### config.mk
export PLATFORM = sky130hd
export DESIGN_NAME = ps2_keycode_rx
export DESIGN_NICKNAME = d
export VERILOG_FILES = /design/src/rtl/kbd_pkg.sv /design/src/rtl/ps2_frame_rx.sv /design/src/rtl/ps2_keycode_rx.sv
export SDC_FILE = /design/constraint.sdc
export NUM_CORES = 1
export LEC_CHECK = 0
export CAP_MARGIN = 20
export CORE_MARGIN = 5
export CORE_UTILIZATION = 40
export DETAILED_ROUTE_END_ITERATION = 16
export GPL_ROUTABILITY_DRIVEN = 0
export PLACE_DENSITY_LB_ADDON = 0.2
export SYNTH_ARGS = -nofsm -noshare
export SYNTH_HDL_FRONTEND = slang
export SYNTH_SLANG_ARGS = --single-unit
### constraint.sdc
create_clock -name Clk -period 2.8 [get_ports Clk]
set_input_delay 0.56 -clock Clk [delete_from_list [all_inputs] [get_ports Clk]]
set_output_delay 0.56 -clock Clk [all_outputs]
set_load 0.02 [all_outputs]
### src/rtl/kbd_pkg.sv
// Shared PS/2 keyboard types and constants: receive FSM states, set-2 prefixes
// and the scan-code to HID usage map.
package kbd_pkg;

  typedef enum logic [1:0] {RX_IDLE, RX_DATA, RX_PARITY, RX_STOP} rx_state_t;

  localparam logic [7:0] PS2_BREAK = 8'hF0;
  localparam logic [7:0] PS2_EXT   = 8'hE0;

  localparam logic [7:0] SC_W     = 8'h1D;
  localparam logic [7:0] SC_A     = 8'h1C;
  localparam logic [7:0] SC_S     = 8'h1B;
  localparam logic [7:0] SC_D     = 8'h23;
  localparam logic [7:0] SC_SPACE = 8'h29;
  localparam logic [7:0] SC_ENTER = 8'h5A;

  localparam logic [7:0] KEY_NONE  = 8'd0;
  localparam logic [7:0] KEY_W     = 8'd26;
  localparam logic [7:0] KEY_A     = 8'd4;
  localparam logic [7:0] KEY_S     = 8'd22;
  localparam logic [7:0] KEY_D     = 8'd7;
  localparam logic [7:0] KEY_SPACE = 8'd44;
  localparam logic [7:0] KEY_ENTER = 8'd40;

  // KEY_NONE marks a scan code the game does not care about.
  function automatic logic [7:0] scan_to_hid(input logic [7:0] sc);
    case (sc)
      SC_W:     scan_to_hid = KEY_W;
      SC_A:     scan_to_hid = KEY_A;
      SC_S:     scan_to_hid = KEY_S;
      SC_D:     scan_to_hid = KEY_D;
      SC_SPACE: scan_to_hid = KEY_SPACE;
      SC_ENTER: scan_to_hid = KEY_ENTER;
      default:  scan_to_hid = KEY_NONE;
    endcase
  endfunction

endpackage

### src/rtl/ps2_frame_rx.sv
// PS/2 device-to-host frame receiver: pin synchronisers, clock glitch filter,
// 11-bit frame FSM with odd parity check and mid-frame timeout.
module ps2_frame_rx
  import kbd_pkg::*;
#(
  parameter int FILTER_LEN     = 8,
  parameter int TIMEOUT_CYCLES = 50000
) (
  input  logic       clk,
  input  logic       rst_n,
  input  logic       ps2_clk,
  input  logic       ps2_dat,
  output logic [7:0] rx_byte,
  output logic       byte_valid,
  output logic       frame_err
);

  localparam int FW = (FILTER_LEN > 1) ? $clog2(FILTER_LEN) : 1;
  localparam int TW = (TIMEOUT_CYCLES > 1) ? $clog2(TIMEOUT_CYCLES) : 1;
  localparam logic [FW-1:0] FCNT_MAX = FW'(FILTER_LEN - 1);
  localparam logic [TW-1:0] TCNT_MAX = TW'(TIMEOUT_CYCLES - 1);

  logic [1:0]    clk_sync, dat_sync;
  logic          clk_s, dat_s;
  logic          filt;
  logic [FW-1:0] fcnt;
  logic          flip, fall;

  rx_state_t     state;
  logic [2:0]    bit_cnt;
  logic [7:0]    shreg;
  logic          par_ok;
  logic [TW-1:0] tcnt;

  // Lines idle high, so the synchronisers and filter come out of reset at 1.
  always_ff @(posedge clk or negedge rst_n) begin
    if (!rst_n) begin
      clk_sync <= 2'b11;
      dat_sync <= 2'b11;
    end else begin
      clk_sync <= {clk_sync[0], ps2_clk};
      dat_sync <= {dat_sync[0], ps2_dat};
    end
  end

  assign clk_s = clk_sync[1];
  assign dat_s = dat_sync[1];

  // The sample that completes a run of FILTER_LEN new-level samples is the edge.
  assign flip = (clk_s != filt) && (fcnt == FCNT_MAX);
  assign fall = flip && filt;

  always_ff @(posedge clk or negedge rst_n) begin
    if (!rst_n) begin
      filt <= 1'b1;
      fcnt <= '0;
    end else if (clk_s == filt) begin
      fcnt <= '0;
    end else if (flip) begin
      filt <= clk_s;
      fcnt <= '0;
    end else begin
      fcnt <= fcnt + 1'b1;
    end
  end

  always_ff @(posedge clk or negedge rst_n) begin
    if (!rst_n) begin
      state      <= RX_IDLE;
      bit_cnt    <= '0;
      shreg      <= '0;
      par_ok     <= 1'b0;
      tcnt       <= '0;
      rx_byte    <= '0;
      byte_valid <= 1'b0;
      frame_err  <= 1'b0;
    end else begin
      byte_valid <= 1'b0;
      frame_err  <= 1'b0;
      if (fall) begin
        tcnt <= '0;
        case (state)
          RX_IDLE: begin
            if (!dat_s) begin
              state   <= RX_DATA;
              bit_cnt <= '0;
            end else begin
              frame_err <= 1'b1;
            end
          end
          RX_DATA: begin
            shreg   <= {dat_s, shreg[7:1]};
            bit_cnt <= bit_cnt + 3'd1;
            if (bit_cnt == 3'd7) state <= RX_PARITY;
          end
          RX_PARITY: begin
            par_ok <= ^{shreg, dat_s};
            state  <= RX_STOP;
          end
          RX_STOP: begin
            if (dat_s && par_ok) begin
              byte_valid <= 1'b1;
              rx_byte    <= shreg;
            end else begin
              frame_err <= 1'b1;
            end
            state <= RX_IDLE;
          end
          default: state <= RX_IDLE;
        endcase
      end else if (state != RX_IDLE) begin
        if (tcnt == TCNT_MAX) begin
          frame_err <= 1'b1;
          state     <= RX_IDLE;
          tcnt      <= '0;
        end else begin
          tcnt <= tcnt + 1'b1;
        end
      end else begin
        tcnt <= '0;
      end
    end
  end

endmodule

### src/rtl/ps2_keycode_rx.sv
// Keyboard front end: turns received set-2 bytes into the HID usage of the
// most recently pressed, still-held game key (0 when none is held).
module ps2_keycode_rx
  import kbd_pkg::*;
#(
  parameter int FILTER_LEN     = 8,
  parameter int TIMEOUT_CYCLES = 50000
) (
  input  logic       Clk,
  input  logic       Reset_n,
  input  logic       PS2_CLK,
  input  logic       PS2_DAT,
  output logic [7:0] keycode,
  output logic       key_event,
  output logic       frame_err,
  output logic [7:0] scan_code
);

  logic [1:0] rst_sync;
  logic       rst_int;
  logic [7:0] rx_byte;
  logic       byte_valid;
  logic       brk, ext;
  logic [7:0] hid;

  // Reset asserts immediately but releases on a clock edge.
  always_ff @(posedge Clk or negedge Reset_n) begin
    if (!Reset_n) rst_sync <= 2'b00;
    else          rst_sync <= {rst_sync[0], 1'b1};
  end

  assign rst_int = rst_sync[1];

  ps2_frame_rx #(
    .FILTER_LEN    (FILTER_LEN),
    .TIMEOUT_CYCLES(TIMEOUT_CYCLES)
  ) u_frame (
    .clk       (Clk),
    .rst_n     (rst_int),
    .ps2_clk   (PS2_CLK),
    .ps2_dat   (PS2_DAT),
    .rx_byte   (rx_byte),
    .byte_valid(byte_valid),
    .frame_err (frame_err)
  );

  assign hid = scan_to_hid(rx_byte);

  always_ff @(posedge Clk or negedge rst_int) begin
    if (!rst_int) begin
      keycode   <= KEY_NONE;
      key_event <= 1'b0;
      scan_code <= '0;
      brk       <= 1'b0;
      ext       <= 1'b0;
    end else begin
      key_event <= 1'b0;
      if (byte_valid) begin
        scan_code <= rx_byte;
        if (rx_byte == PS2_BREAK) begin
          brk <= 1'b1;
        end else if (rx_byte == PS2_EXT) begin
          ext <= 1'b1;
        end else begin
          // Extended keys share set-2 codes with game keys but are never mapped.
          if (!ext && hid != KEY_NONE) begin
            if (!brk) begin
              if (hid != keycode) begin
                keycode   <= hid;
                key_event <= 1'b1;
              end
            end else if (hid == keycode) begin
              keycode   <= KEY_NONE;
              key_event <= 1'b1;
            end
          end
          brk <= 1'b0;
          ext <= 1'b0;
        end
      end
    end
  end

endmodule
# --- Word-level counts from Yosys, hierarchy flattened ---
# Cells that the tools add are included.
# W data, S select, Z words.
word_totals:
  ff_bits: 69
  latchBits: 0
  ram_bits: 0
  romBits: 0
  input_bits: 4
  out_inout_bits: 18
  memories: 0
classes:
  addsub: 3
  multipliers: 0
  div_mod_pow: 0
  n_lt_le_gt_ge: 0
  eq_ne: 23
  n_shift: 0
  muxes: 36
  bitwise_logic: 3
  n_reduce_logical: 22
ops:
  columns: ["op", "count"]
  rows:
  - ["$mux W16", 3]
  - ["$pmux W6 S6", 1]
  - ["$eq A8 B5 Y1 const B", 3]
  - ["$mux W8", 3]
  - ["$mux W1", 18]
  - ["$add A16 B1 Y16 const B", 1]
  - ["$eq A16 B16 Y1 const B", 1]
  - ["$eq A8 B6 Y1 const B", 2]
  - ["$eq A8 B8 Y1 const B", 2]
  - ["$mux W2", 5]
  - ["$reduce_and A2 Y1", 5]
  - ["$reduce_bool A2 Y1", 5]
  - ["$mux W3", 3]
  - ["$reduce_xor A9 Y1", 1]
  - ["$eq A8 B7 Y1 const B", 1]
  - ["$eq A8 B8 Y1", 1]
  - ["$ne A8 B8 Y1", 1]
  - ["$pmux W2 S4", 1]
  - ["$reduce_bool A8 Y1", 1]
  - ["$add A3 B1 Y3 const B", 2]
  - ["$eq A3 B3 Y1 const B", 2]
  - ["$ne A3 B3 Y1 const B", 2]
  - ["$pmux W3 S2", 1]
  - ["$reduce_and A3 Y1", 2]
  - ["other kinds (13)", 20]

# --- Longest topological paths before layout ---
depth:
  depth_word: 9
  ltp_mapped: 8
  mapped_depth_nobuf: 7

# --- By module ---
# A second synthesis with hierarchy kept.
hier_totals:
  hier_cells: 305
  area_unflattened_um2: 3398.3
by_module_without_submodules:
  columns: ["mod", "n_inst", "cells_per_inst", "area_each_um2"]
  rows:
  - ["ps2_frame_rx", 1, 177, 2165.8]
  - ["ps2_keycode_rx", 1, 128, 1232.4]

# --- Worst setup path before layout ---
# Ideal clock, no wire load.
synth_timing:
  path_type: "reg2reg"
  from: "reg u_frame.rx_byte[2]"
  to: "reg keycode[0]"
  setup_ns: 0.146
  arrival_time_ns: 2.433
  t_required_ns: 2.654
  slack_ns: 0.221
  path_stages_with_launch: 9
  path_buffers: 2
  synth_period_minus_slack_ns: 2.579
  path_cell_list: "dfrtp_1 -> buf_6 -> or3_4 -> or4_4 -> buf_6 -> xnor2_2 -> or4_1 -> o22ai_1 -> o311ai_2"
synth_via:
  elab_chain_len: 5
  elab_cells_between_ends: 20
  cone_classes: "11 x eq/ne; 3 x mux; 2 x bitwise; 4 x reduce/logical"
synth_lines:
  columns: ["element", "line", "source"]
  rows:
  - ["start: declaration", "ps2_frame_rx.sv:13", "output logic [7:0] rx_byte,"]
  - ["start signal: assignment", "ps2_frame_rx.sv:103", "rx_byte <= shreg;"]
  - ["$eq A8 B7 Y1, or another cell as far along", "kbd_pkg.sv:27", "case (sc)"]
  - ["$pmux W6 S6", "kbd_pkg.sv:27", null]
  - ["$eq A8 B8 Y1, or another cell as far along", "ps2_keycode_rx.sv:72", "end else if (hid == keycode) begin"]
  - ["$ne A2 B1 Y1 (no source line), or another cell as far along", null, null]
  - ["$reduce_and A6 Y1 (no source line)", null, null]
  - ["end signal: assignment", "ps2_keycode_rx.sv:69", "keycode <= hid;"]
  - ["end: declaration", "ps2_keycode_rx.sv:13", "output logic [7:0] keycode,"]
# Several ways; a longest one is shown, not always the timed one. The select of a mux whose other input is x is not followed.
# A chain may end at the register's enable or synchronous reset.

# --- Final worst setup path ---
layout_timing:
  from: "reg u_frame.rx_byte[4]"
  to: "reg keycode[4]"
# Same word-level chain as after synthesis.

==> key figures <==
Synth
  • Leading area contributor after synthesis: dfrtp_1
  • Post-synth top area share: between 40% and 50%
  • Synth cell types: 62
  • Ys flop type: dfrtp_1
  • Post-synth EDFFs: 0
  • Synth area leaders: dfrtp_1, mux2_2, dfstp_2
  • Post-Syn Area per Cell: 10.8 um2
  • Synth warn: 0
  • Seq/Total Area, Yosys: 47.3%
  • Fraction of registers with async set/reset: 100%
  • Synthesized area: between 3000 and 4000 um2
  • Count of state elements after synthesis: 67
  • Post-Syn Instances: 330

Layout
  • Filler instances: slightly above 800
  • Commonest non-fill, non-tap cell in the layout: dfrtp_1
  • Commonest non-fill, non-tap cells in the layout: dfrtp_1, nand2_1, nor2_1
  • Area Growth Syn to Fin: 14.4%
  • Antenna diode count: 0
  • Final net count: 365
  • Layout cells sized above 1: around a fifth

STA
  • Final worst-path cycle share: 90.1%
  • Setup TNS: 0 ns
  • Final setup fails: 0
  • Slew Limit Fails: 0
  • Least-Margin Pin Slew: 0.755 ns
  • Post-route setup slack: 0.277 ns
  • Clock Skew: about 0.011 ns
  • F_max: 0.396 GHz
  • Final Hold Fails: 0
  • Tmin final: 2.52 ns
  • RSZ-0062 raised after global routing: no
  • Smallest hold slack: 0.255 ns
  • Slew HR: 49.7%

Floorplan
  • Num rows: 34
  • Initial Utilization: 41.0%
  • Die Y: 104 um
  • I/O pins: 22
  • Die ar.: 10900 um2
  • Total core area: 8680 um2
  • Die Wd: roughly 100 um

Detailed routing
  • M1 WL: 3350 um
  • Via count: around 2500
  • Antenna viol nets, final: 0
  • WL met2: ~3000 um
  • Drt total wl: 6810 um
  • # DRC: 0
  • First-pass DRT Iterations: 4
  • DR top layer: met4
  • Post-DR wirelength/cell: 14.6 um
  • DR iter-0 viols: 70
  • Met3 routed WL: 244 um
  • Avg Vias per Cell: 5.33

Clock network
  • Post-CTS setup buffers: 0
  • Clock Sink Count: 67
  • Reg clk slew, reported paths: 0.08 ns
  • CTS Buffer Depth: 2
  • Root Driver: clkbuf_8
  • CTS tree: built
  • Clock latency on the worst-skew pair: 0.34 ns
  • Hold_buf cts: 0
  • H-tree lvl count: 3
  • Resize count post-CTS: 0
  • TritonCTS Buffers: 9

Global routing
  • First-pass GRT wire length: 11900 um
  • Initial antenna violation count: 0
  • GR Overflow Total: 0
  • Total track usage: a little over an eighth
  • Largest net degree at the start of global routing: 66
  • Number of global-route vias before repair: 2406

Worst setup path
  • Reg2reg path depth: 6
  • CP Capture Point: keycode[4]$_DFFE_PN0P_
  • CP bufs+invs: 0
  • Biggest cell delay along the critical path: 0.59 ns
  • Arr. time, crit path: 2.73 ns
  • Crit path max-delay family: simple AND/OR/NAND/NOR gates
  • Worst path cell trace: nand2b_1 > or4_4 > xnor2_2 > or4_1 > o22ai_1 > o311ai_2
  • R2R Setup Slk: 0.28 ns
  • FF-to-FF End: keycode[4]$_DFFE_PN0P_
  • Crit Path Class: reg -> reg
  • CP Data Required Time: 3.00 ns
  • Crit path from: u_frame.rx_byte[4]$_DFFE_PN0P_
  • Critical Path Slowest Stage Cell: or4_4
  • Critical path depth: 6
  • Worst R2R Start: u_frame.rx_byte[4]$_DFFE_PN0P_
  • CP endpoint kind: flop
  • CP startpoint kind: flop
  • Crit-path max FO: 11

Placed design
  • Port bufs: 19
  • Hpwl dp: 4680 um
  • DP Worst Slack: 0.304 ns

Power
  • Pwr Density: 471 nW/um2
  • P_leak: 0.00176 uW
  • VDD IR-drop max: 0.000243 V

Flow run
  • Max-cap check violation count: 0

Run status
  • Status: finished, final reports clean

Worst hold path
  • Worst min path class: reg -> async
[how the worst min path moves through the flow]
| stage | startpoint | to | slack (ns) | cells past startpoint |
|---|---|---|---|---|
| 2_1_floorplan | Reset_n | rst_sync[0]$_DFF_PN0_ | 0.26 | 0 |
| 3_3_place_gp | rst_sync[1]$_DFF_PN0_ | u_frame.tcnt[8]$_DFF_PN0_ | 0.30 | 1 |
| 3_5_place_dp | rst_sync[1]$_DFF_PN0_ | u_frame.tcnt[9]$_DFF_PN0_ | 0.30 | 1 |
| 4_1_cts | rst_sync[1]$_DFF_PN0_ | u_frame.tcnt[9]$_DFF_PN0_ | 0.31 | 1 |
| 5_1_grt | rst_sync[1]$_DFF_PN0_ | u_frame.tcnt[9]$_DFF_PN0_ | 0.33 | 1 |
| 6_report | rst_sync[1]$_DFF_PN0_ | u_frame.tcnt[8]$_DFF_PN0_ | 0.26 | 1 |
[sequential cells by signal, indices dropped and copies added (netlist names)]
signal              cells
scan_code               8
brk                     1
u_frame.shreg           8
u_frame.dat_sync        2
u_frame.frame_err       1
u_frame.filt            1
u_frame.state           2
ext                     1
u_frame.tcnt           16
u_frame.rx_byte         8
keycode                 6
u_frame.par_ok          1
u_frame.fcnt            3
rst_sync                2
key_event               1
u_frame.bit_cnt         3
u_frame.clk_sync        2
u_frame.byte_valid      1
[metrics by stage]
stage / util, % / total power [uW] / cells / cell area (um2)
2_1_floorplan: - / 1090 / 331 / 3560
3_3_place_gp: 44.5 / 1110 / 449 / 3860
3_5_place_dp: 44.5 / 1110 / 449 / 3860
4_1_cts: 46.9 / 1940 / 465 / 4070
5_1_grt: 46.9 / 2010 / 465 / 4070
6_report: 46.9 / 1920 / 465 / 4070
[area by class of cell]
type / count / area (um2) / share of cell area [%]
sequential: 67 / 1680 / 41.4
tap: 108 / 135 / 3.32
timing repair buffer: 25 / 248 / 6.09
inverter: 13 / 48.8 / 1.20
clock buffer: 10 / 138 / 3.38
multi-input combinational: 236 / 1750 / 43.0
clock inverter: 6 / 65.1 / 1.60
[synthesized netlist by cell type, drive strengths merged (2+ instances only)]
cell / count
conb: 2
o22ai: 2
and3b: 3
o21ai: 8
nor2: 26
buf: 6
ha: 9
xor2: 9
a31oi: 4
nor3: 7
nand2b: 3
nor3b: 4
nand3: 10
a21oi: 10
and4bb: 2
inv: 13
nand4: 4
dfstp: 5
dfrtp: 62
or3: 2
nor2b: 4
nand3b: 3
mux2: 24
o211ai: 4
and3: 8
clkbuf: 9
a22o: 5
or4: 3
xnor2: 16
nor4: 3
a211o: 2
and2: 2
a211oi: 2
and4: 2
o311ai: 6
nand2: 31
[where the power goes]
group / internal [uW] / total (uW) / leakage (uW) / switching, uW
combinational: 32.3 / 70.9 / 0.000747 / 38.5
clock: 435 / 829 / 0.000102 / 394
sequential: 1000 / 1020 / 0.000911 / 16.6
total: 1470 / 1920 / 0.00176 / 449
[cell families (layout without fill, tap and decap cells)]
kind of cell             count (synthesis)  in the layout  share of synthesized area, %
adder cells (fa/ha/maj)                  9              9                          3.17
AND/OR/NAND/NOR                        122            122                          19.2
other                                    2              3                         0.211
buffers and inverters                   28             54                          3.62
XOR/XNOR                                25             25                          6.37
flip-flops                              67             67                          47.3
multiplexers                            25             25                          7.88
AO/OA/AOI/OAI                           52             52                          12.2
[routing by layer]
layer / up-vias / GRT usage (%)
li1: 1216 / -
met5: - / 0
met1: 1215 / 18.4
met2: 35 / 19.5
met3: 14 / 3.72
met4: 0 / 5.18
Power figures use the tool's default switching activity.
